--- src/rtl/lab2_proc_imul_arbiter.sv ---
`timescale 1ns/1ps
`default_nettype none
// ============================================================================
// Module   : lab2_proc_imul_arbiter
// Brief    : Val/rdy arbiter sharing one iterative multiplier among
//            p_num_reqs requesters, one transaction in flight. Round-robin
//            by default; LAB2_PROC_IMUL_ARBITER_FIXED_PRIO_EN selects fixed
//            priority with requester 0 highest.
// Revision : 1.0
// ============================================================================
module lab2_proc_imul_arbiter #(
    parameter int unsigned p_num_reqs = 4
) (
    input  logic                          clk,
    input  logic                          reset,
    input  logic [p_num_reqs-1:0]         req_val_i,
    output logic [p_num_reqs-1:0]         req_rdy_o,
    input  logic [64*p_num_reqs-1:0]      req_msg_i,
    output logic [p_num_reqs-1:0]         resp_val_o,
    input  logic [p_num_reqs-1:0]         resp_rdy_i,
    output logic [32*p_num_reqs-1:0]      resp_msg_o,
    output logic                          imul_req_val_o,
    input  logic                          imul_req_rdy_i,
    output logic [63:0]                   imul_req_msg_o,
    input  logic                          imul_resp_val_i,
    output logic                          imul_resp_rdy_o,
    input  logic [31:0]                   imul_resp_msg_i,
    output logic                          busy_o,
    output logic [$clog2(p_num_reqs)-1:0] owner_o
);

    localparam int unsigned c_ptr_w = $clog2(p_num_reqs);

    typedef enum logic [0:0] {
        IDLE = 1'b0,
        WAIT = 1'b1
    } state_t;

    state_t             state_q;
    logic [c_ptr_w-1:0] owner_q;
    logic [c_ptr_w-1:0] scan_base;
    logic [c_ptr_w-1:0] grant;
    logic [31:0]        idx;
    logic               any_val;
    logic               req_fire;
    logic               resp_fire;

    assign any_val   = |req_val_i;
    assign req_fire  = (state_q == IDLE) && any_val && imul_req_rdy_i;
    assign resp_fire = (state_q == WAIT) && imul_resp_val_i && resp_rdy_i[owner_q];

`ifdef LAB2_PROC_IMUL_ARBITER_FIXED_PRIO_EN
    assign scan_base = '0;
`else
    logic [c_ptr_w-1:0] ptr_q;
    logic [c_ptr_w-1:0] ptr_d;

    assign scan_base = ptr_q;
    assign ptr_d     = (grant == c_ptr_w'(p_num_reqs - 1)) ? '0 : grant + 1'b1;

    always_ff @(posedge clk) begin
        if (reset) begin
            ptr_q <= '0;
        end else if (req_fire) begin
            ptr_q <= ptr_d;
        end
    end
`endif

    // Scan from scan_base upward with wrap; walking downward lets the
    // nearest valid requester be the last (winning) assignment.
    always_comb begin
        grant = '0;
        idx   = '0;
        for (int k = int'(p_num_reqs) - 1; k >= 0; k--) begin
            idx = {{(32-c_ptr_w){1'b0}}, scan_base} + 32'(k);
            if (idx >= p_num_reqs) begin
                idx = idx - p_num_reqs;
            end
            if (req_val_i[idx[c_ptr_w-1:0]]) begin
                grant = idx[c_ptr_w-1:0];
            end
        end
    end

    always_ff @(posedge clk) begin
        if (reset) begin
            state_q <= IDLE;
            owner_q <= '0;
        end else begin
            case (state_q)
                IDLE: begin
                    if (req_fire) begin
                        state_q <= WAIT;
                        owner_q <= grant;
                    end
                end
                WAIT: begin
                    if (resp_fire) begin
                        state_q <= IDLE;
                    end
                end
                default: state_q <= IDLE;
            endcase
        end
    end

    // Handshakes are steered combinationally so arbitration adds no latency.
    always_comb begin
        req_rdy_o       = '0;
        resp_val_o      = '0;
        imul_req_val_o  = 1'b0;
        imul_req_msg_o  = '0;
        imul_resp_rdy_o = 1'b0;
        if (!reset) begin
            if (state_q == IDLE) begin
                imul_req_val_o = any_val;
                if (any_val) begin
                    req_rdy_o[grant] = imul_req_rdy_i;
                    for (int i = 0; i < int'(p_num_reqs); i++) begin
                        if (c_ptr_w'(i) == grant) begin
                            imul_req_msg_o = req_msg_i[64*i +: 64];
                        end
                    end
                end
            end else begin
                resp_val_o[owner_q] = imul_resp_val_i;
                imul_resp_rdy_o     = resp_rdy_i[owner_q];
            end
        end
    end

    assign resp_msg_o = {p_num_reqs{imul_resp_msg_i}};
    assign busy_o     = (state_q == WAIT) && !reset;
    assign owner_o    = owner_q;

endmodule

`default_nettype wire
--- config.mk ---
export PLATFORM = sky130hd
export DESIGN_NAME = lab2_proc_imul_arbiter
export DESIGN_NICKNAME = d
export VERILOG_FILES = /design/src/rtl/lab2_proc_imul_arbiter.sv
export SDC_FILE = /design/constraint.sdc
export NUM_CORES = 1
export LEC_CHECK = 0
export CAP_MARGIN = 30
export CELL_PAD_IN_SITES_DETAIL_PLACEMENT = 1
export CELL_PAD_IN_SITES_GLOBAL_PLACEMENT = 2
export CORE_AREA = 2 2 198 200
export CTS_CLUSTER_SIZE = 8
export DETAILED_ROUTE_END_ITERATION = 10
export DIE_AREA = 0 0 200 202
export MAX_ROUTING_LAYER = met4
export PLACE_DENSITY = 0.85
export SLEW_MARGIN = 0
export SYNTH_ARGS = -nofsm -noshare
export SYNTH_HDL_FRONTEND = slang
export SYNTH_SLANG_ARGS = --single-unit
--- constraint.sdc ---
create_clock -name clk -period 3.7 [get_ports clk]
set_input_delay 0.74 -clock clk [delete_from_list [all_inputs] [get_ports clk]]
set_output_delay 0.74 -clock clk [all_outputs]
set_load 0.02 [all_outputs]
==> results of run 1 <==
## synth_stat cells (2+ instances only)
library cell | number | area (µm²)
sky130_fd_sc_hd__buf_4 | 128 | 961
sky130_fd_sc_hd__a21oi_1 | 70 | 350
sky130_fd_sc_hd__inv_1 | 68 | 255
sky130_fd_sc_hd__nand2_1 | 68 | 255
sky130_fd_sc_hd__a211o_1 | 63 | 552
sky130_fd_sc_hd__a221oi_1 | 63 | 552
sky130_fd_sc_hd__clkbuf_1 | 29 | 109
sky130_fd_sc_hd__buf_2 | 19 | 95.1
sky130_fd_sc_hd__nor2_1 | 8 | 30.0
sky130_fd_sc_hd__and2_1 | 6 | 37.5
sky130_fd_sc_hd__dfxtp_1 | 5 | 100
sky130_fd_sc_hd__ha_1 | 4 | 50.1
sky130_fd_sc_hd__nand2b_1 | 3 | 18.8
sky130_fd_sc_hd__nor2b_1 | 3 | 18.8
sky130_fd_sc_hd__buf_1 | 2 | 7.51
sky130_fd_sc_hd__mux2i_1 | 2 | 20.0
sky130_fd_sc_hd__o22ai_1 | 2 | 12.5
## registers in the layout, summed over array words and instances, names as in the netlist
name,cells
owner_o,2
ptr_q,2
state_q,1
## stage by stage
stage | cell area (µm²) | TNS [ns] | std cells | total power [mW] | hold WS [ns]
6_report | 7440 | 0 | 1329 | 1.85 | 0.532
5_1_grt | 7430 | -0.0106 | 1328 | 1.98 | 0.582
4_1_cts | 7330 | -0.0349 | 1323 | 1.82 | 0.538
3_5_place_dp | 7220 | -47.96 | 1313 | 1.60 | 0.533
3_3_place_gp | 7220 | -45.85 | 1313 | 1.58 | 0.516
2_1_floorplan | 3550 | 0 | 556 | 0.939 | 0.491
## worst register-to-register path, stage by stage (launching register included)
cell and delay, ns:
sky130_fd_sc_hd__dfxtp_1 0.46, sky130_fd_sc_hd__mux2i_1 0.24, sky130_fd_sc_hd__nor2_1 0.08, sky130_fd_sc_hd__buf_4 0.14, sky130_fd_sc_hd__buf_4 0.12, sky130_fd_sc_hd__or4b_1 0.49, sky130_fd_sc_hd__a21oi_1 0.14
## power groups by stage
stage                     registers, mW  clock network (mW)  logic, mW
after CTS                        0.0681               0.184       1.57
after global placement           0.0678                   0       1.51
after detailed placement         0.0682                   0       1.53
after floorplan                  0.0677                   0      0.871
after global routing             0.0692               0.188       1.73
final                            0.0681               0.181       1.60
## logic make-up (layout without fill, tap and decap cells)
kind of cell	count (synthesis)	count (layout)	synth area share
compound gates	202	202	0.421
simple gates	96	96	0.122
other cells	0	2	0
flops	5	5	0.0282
mux	3	3	0.0120
buf+inv	246	499	0.402
fa+ha+maj	4	4	0.0141
## layer usage
| layer | wire length [µm] | up-vias |
|---|---|---|
| met2 | 11700 | 218 |
| met3 | 1300 | 69 |
| met4 | 726 | 0 |
| met5 | 0 | - |
| met1 | 9210 | 2374 |
| li1 | - | 2352 |
## final timing paths
check                             startpoint                 end  slack [ns]
worst max-delay path            req_val_i[0]  imul_req_msg_o[63]        0.11
worst max register to register      ptr_q[1]          owner_o[0]        1.97
worst min-delay path                ptr_q[0]            ptr_q[0]        0.53
worst min register to register      ptr_q[0]            ptr_q[0]        0.53
## placed cells by master, fill, tap and decap left out, types with 2 or more instances in the layout
| cell type | count |
|---|---|
| sky130_fd_sc_hd__nor2_1 | 7 |
| sky130_fd_sc_hd__clkbuf_2 | 11 |
| sky130_fd_sc_hd__buf_6 | 3 |
| sky130_fd_sc_hd__nand2b_1 | 3 |
| sky130_fd_sc_hd__nand2_1 | 68 |
| sky130_fd_sc_hd__a21oi_1 | 40 |
| sky130_fd_sc_hd__a211o_1 | 63 |
| sky130_fd_sc_hd__dfxtp_1 | 5 |
| sky130_fd_sc_hd__a221oi_2 | 10 |
| sky130_fd_sc_hd__and2_1 | 6 |
| sky130_fd_sc_hd__buf_12 | 13 |
| sky130_fd_sc_hd__buf_2 | 22 |
| sky130_fd_sc_hd__nor2b_1 | 2 |
| sky130_fd_sc_hd__ha_4 | 3 |
| sky130_fd_sc_hd__clkdlybuf4s50_1 | 275 |
| sky130_fd_sc_hd__buf_16 | 3 |
| sky130_fd_sc_hd__buf_4 | 96 |
| sky130_fd_sc_hd__a21oi_2 | 30 |
| sky130_fd_sc_hd__diode_2 | 2 |
| sky130_fd_sc_hd__mux2i_1 | 2 |
| sky130_fd_sc_hd__a221oi_1 | 52 |
| sky130_fd_sc_hd__clkbuf_16 | 4 |
| sky130_fd_sc_hd__inv_1 | 68 |
## area by class of cell
type                    count  area, µm²
multi-input cells         305       2280
repair buffers            427       4070
diodes                      2       5.00
well taps                 518        648
flip-flops and latches      5        100
fillers                  4622      30900
clock buffers               4       78.8
inverters                  68        255
## repair_timing
| item | 4_1_cts | 5_1_grt |
|---|---|---|
| cloned | 2 | 1 |
| setup endpoints to repair | 67 | 66 |
| hold endpoints to repair | 0 | 0 |
| gates resized for setup | 246 | 97 |
| setup buffers | 4 | 3 |
| pin swaps | 13 | 26 |
==> results.cfg, run 1 <==
[sta]
postLayoutSetupSlackWorst_ns = 0.105
setup_viol = 0
max_freq_mhz = 278
maxSlewViolCount = 0
fin_worst_skew_ns = 0.00105
relSlewSlack = 0.757
final_min_period_over_clock_period = 0.972
hold_viol_final = 0
worst_pin_slew_ns = 0.365
final_period_minus_worst_setup_slack_ns = 3.59

[worst_setup_path]
crit_path_max_fanout = 6
path_depth = 13
kind_of_cell_adding_the_most_delay_to_the_critical_path = compound AO/OA/AOI/OAI gates
setup.worst_path.class = in2out
reg2regPathDepth = 6
critPathMaxStageDelay_ns = 0.28
worstPathCellList = buf_4 -> a21oi_2 -> o21a_1 -> o22ai_2 -> ha_2 -> nor2b_4 -> buf_6 -> buf_12 -> buf_4 -> a221oi_1 -> a211o_1 -> a21oi_1 -> buf_2
worstPathArrival_ns = 2.85
crit_path_start_kind = input port
timing.critical_path.buf_inv = 5
critical_path.slowest_cell = sky130_fd_sc_hd__a211o_1
crit_required_ns = 2.96
timing.critical_path.mode_cell = sky130_fd_sc_hd__buf_4
endpoint_kind = output pin

[run]
max_cap_violations = 0

[global_route]
antenna_violations_before_repair = 2
grt_first_pass_wirelength_mm = 31.3
grt_start_max_net_pins = 36
met2_track_demand_over_resource = 0.191
track_usage = 0.105
gr-total-overflow = 0
busiest_layer_in_global_routing = met2
global_routing_met1_resource_utilization = 0.116
use_met3 = 0.0159
grt_pass1_vias = 5350

[detailed_routing]
drt-pass1-iter-count = 4
drtAntennaViolNets = 0
drt_iter0_markers = 129
drt-total-wl_mm = 22.9
avgViaCountPerCell = 3.77
route.vias.total = 5013
detail_route.wl_per_cell_um = 17.2
remaining_drc_errors = 0

[power]
power.internal_mw = 1.06
leakage_nw = 3.07
net-switching-power_mw = 0.795
seq_power_share = 0.037
combPwrFrac = 0.866
worst_ir_drop_vdd_mv = 0.113
clkPwrFrac = 0.098
pwr_density_cell_nw_per_um2 = 249
switching_share_of_power = 0.429

[clock_tree]
cts_hold_buffers = 0
tritoncts = yes
h-tree-depth = 1
number_of_buffers_inserted_during_clock_tree_synthesis = 3
cts_root_buffer = sky130_fd_sc_hd__clkbuf_16
clk-insertion-delay-late_ns = 0.23
cts_sinks = 5
clock_tree.buffer_depth = 2
clk_transition_reported_paths_ns = 0.03

[final_layout]
final_layout_net_count = 1114
final_core_utilization = 0.194
layout-drive-gt1-share = 0.255
syn_to_final_growth_pct = 110

[synthesis]
netlist_area_um2 = 3550
mappedNetlistNets = 860
syn_inst = 556
syn_area_per_cell_um2 = 6.38
post_synth_top_flop = sky130_fd_sc_hd__dfxtp_1
ys_warn_count = 0
postSynthRegisterBits = 5
yosysSeqAreaShare = 0.0282
ys_async_sr_fraction = 0
synth.distinct_cells = 30
synth_edf_count = 0

[floorplanning]
number_of_rows_created_at_floorplan = 72
num_io_pins = 505
horizontal_die_dimension_um = 200
initial_core_util = 0.0927
fp.dieH_um = 202
die_area_um2 = 40400
core_area_um2 = 38300

[run_status]
run_status = completed

[min_path]
whs_path_depth = 2
hold_path.class = reg2reg

[placement]
pre_cts_ws_ns = -0.856
dp_hpwl_mm = 18.0
port_buffers = 344
gp_congestion = 0.836
Power figures use the tool's default switching activity.
==> run 2, diff against run 1 <==
--- a/config.mk
+++ b/config.mk
@@ -5,6 +5,7 @@
 export SDC_FILE = /design/constraint.sdc
 export NUM_CORES = 1
 export LEC_CHECK = 0
+export ABC_AREA = 0
 export CAP_MARGIN = 30
 export CELL_PAD_IN_SITES_DETAIL_PLACEMENT = 1
 export CELL_PAD_IN_SITES_GLOBAL_PLACEMENT = 2
==> constraint.sdc (replaced) <==
create_clock -name clk -period 3.45 [get_ports clk]
set_input_delay 0.69 -clock clk [delete_from_list [all_inputs] [get_ports clk]]
set_output_delay 0.69 -clock clk [all_outputs]
set_load 0.02 [all_outputs]
==> results.cfg, run 2 (synthesized netlist as in run 1, its figures left out) <==
[run_status]
run_status = completed

[worst_setup_path]
worstPathArrival_ns = 2.75
crit_required_ns = 2.76
endpoint_kind = output pin
critical_path.slowest_cell = sky130_fd_sc_hd__a211o_1
crit_path_max_fanout = 5
timing.critical_path.mode_cell = sky130_fd_sc_hd__buf_6
setup.worst_path.class = in2out
critPathMaxStageDelay_ns = 0.29
worstPathCellList = buf_8 -> a21oi_4 -> o21a_1 -> o22ai_2 -> buf_6 -> ha_4 -> nor2b_4 -> buf_12 -> buf_16 -> buf_6 -> a221oi_1 -> a211o_1 -> a21oi_2 -> buf_6
crit_path_start_kind = input port

[floorplanning]
num_io_pins = 505
horizontal_die_dimension_um = 200
core_area_um2 = 38300
initial_core_util = 0.0927
die_area_um2 = 40400
fp.dieH_um = 202
number_of_rows_created_at_floorplan = 72

[sta]
relSlewSlack = 0.803
setup-tns-final_ns = 0
worst_pin_slew_ns = 0.293
hold_viol_final = 0
setup_repair_after_global_routing_missed_its_margin = yes
postLayoutSetupSlackWorst_ns = 0.0145
final_min_period_over_clock_period = 0.996
maxSlewViolCount = 0
fin_worst_skew_ns = 0.00357
hold_ws_ns = 0.572
final_period_minus_worst_setup_slack_ns = 3.44
max_freq_mhz = 291
setup_viol = 0

[detailed_routing]
detailroute.wirelength.met3_mm = 1.45
route.top_layer_used = met4
avgViaCountPerCell = 3.80
drt-met1-wl_mm = 9.49
route.vias.total = 5101
remaining_drc_errors = 0
drt_iter0_markers = 171
drt-total-wl_mm = 24.1
drtAntennaViolNets = 0
detail_route.wl_per_cell_um = 17.9
met2WireLength_mm = 12.3
drt-pass1-iter-count = 4

[clock_tree]
cts_hold_buffers = 0
tritoncts = yes
clk_transition_reported_paths_ns = 0.04
cts_root_buffer = sky130_fd_sc_hd__clkbuf_16
clock_tree.buffer_depth = 2
number_of_buffers_inserted_during_clock_tree_synthesis = 3
clk-insertion-delay-late_ns = 0.23
cts_sinks = 5
h-tree-depth = 1

[placement]
dpl-instance-area_um2 = 7260
dp_cells = 1320
gp_congestion = 0.823
pre_cts_ws_ns = -0.978
port_buffers = 344
dp_hpwl_mm = 18.2

[power]
pwr_density_cell_nw_per_um2 = 271
design_power_total_mw = 2.13
worst_ir_drop_vdd_mv = 0.171
leakage_nw = 3.23

[global_route]
grt_pass1_vias = 5488
grt_start_max_net_pins = 36
track_usage = 0.113
gr-total-overflow = 0
grt_first_pass_wirelength_mm = 33.2
antenna_violations_before_repair = 2

[final_layout]
multi_input_combinational_cell_area_um2 = 2430
fillCellCount = 4551
final_core_utilization = 0.205
layout.area.seq_um2 = 101
layout_common_cells = sky130_fd_sc_hd__clkdlybuf4s50_1, sky130_fd_sc_hd__buf_4, sky130_fd_sc_hd__nand2_1
most_common_cell_after_layout_fill_and_taps_aside = sky130_fd_sc_hd__clkdlybuf4s50_1
final_cells = 1344
syn_to_final_growth_pct = 121
layout-drive-gt1-share = 0.293
postLayoutCellArea_um2 = 7860
final_layout_net_count = 1128

[min_path]
hold_path.class = reg2reg

[run]
max_cap_violations = 0
[run 2: changes by cell type in the layout (fill, tap and decap cells not counted), moves of 2 or more]
| cell | previous run | this run |
|---|---|---|
| sky130_fd_sc_hd__buf_6 | 3 | 27 |
| sky130_fd_sc_hd__clkbuf_2 | 11 | 0 |
| sky130_fd_sc_hd__a221oi_2 | 10 | 20 |
| sky130_fd_sc_hd__a221oi_4 | 1 | 4 |
| sky130_fd_sc_hd__buf_4 | 96 | 93 |
| sky130_fd_sc_hd__buf_8 | 0 | 3 |
| sky130_fd_sc_hd__a21oi_1 | 40 | 37 |
| sky130_fd_sc_hd__a221oi_1 | 52 | 39 |
| sky130_fd_sc_hd__a21oi_4 | 0 | 2 |
[run 2: repair_timing]
| action | CTS | global route |
|---|---|---|
| buffers inserted | 4 | 11 |
| pin swaps | 44 | 35 |
| setup endpoints to repair | 69 | 65 |
| gates cloned | 4 | 1 |
| gates resized for setup | 357 | 70 |
[run 2: cell type report]
| class | instances | area share |
|---|---|---|
| Antenna cell | 3 | 0.000956 |
| Sequential cell | 5 | 0.0129 |
| Tap cell | 518 | 0.0825 |
| Multi-Input combinational cell | 305 | 0.309 |
| Timing Repair Buffer | 441 | 0.552 |
| Inverter | 68 | 0.0325 |
| Clock buffer | 4 | 0.0100 |
[run 2: path summary, 6_finish.rpt]
path | from | endpoint | slack [ns] | cells after the start
setup / recovery | req_val_i[0] | imul_req_msg_o[38] | 0.01 | 14
setup reg to reg | ptr_q[1] | ptr_q[1] | 1.83 | 8
hold / removal | state_q | state_q | 0.57 | 2
hold reg to reg | state_q | state_q | 0.57 | 2
[run 2: per-layer routing]
layer	vias up	track usage
li1	2379	-
met1	2429	0.123
met2	213	0.203
met3	80	0.0194
met4	0	0.0410
met5	-	-
[run 2: where the power goes]
part / internal (mW) / switching (mW) / leakage, nW / total (mW)
clock: 0.153 / 0.0411 / 0.0382 / 0.195
sequential: 0.0640 / 0.00986 / 0.0416 / 0.0739
combinational: 1.01 / 0.858 / 3.15 / 1.86
total: 1.22 / 0.909 / 3.23 / 2.13
[run 2: worst max-delay path: cells and delay by family]
family,cells,cell delay (ns)
fa+ha+maj,1,0.17
buf+inv,6,0.79
simple gates,1,0.25
compound gates,6,0.82
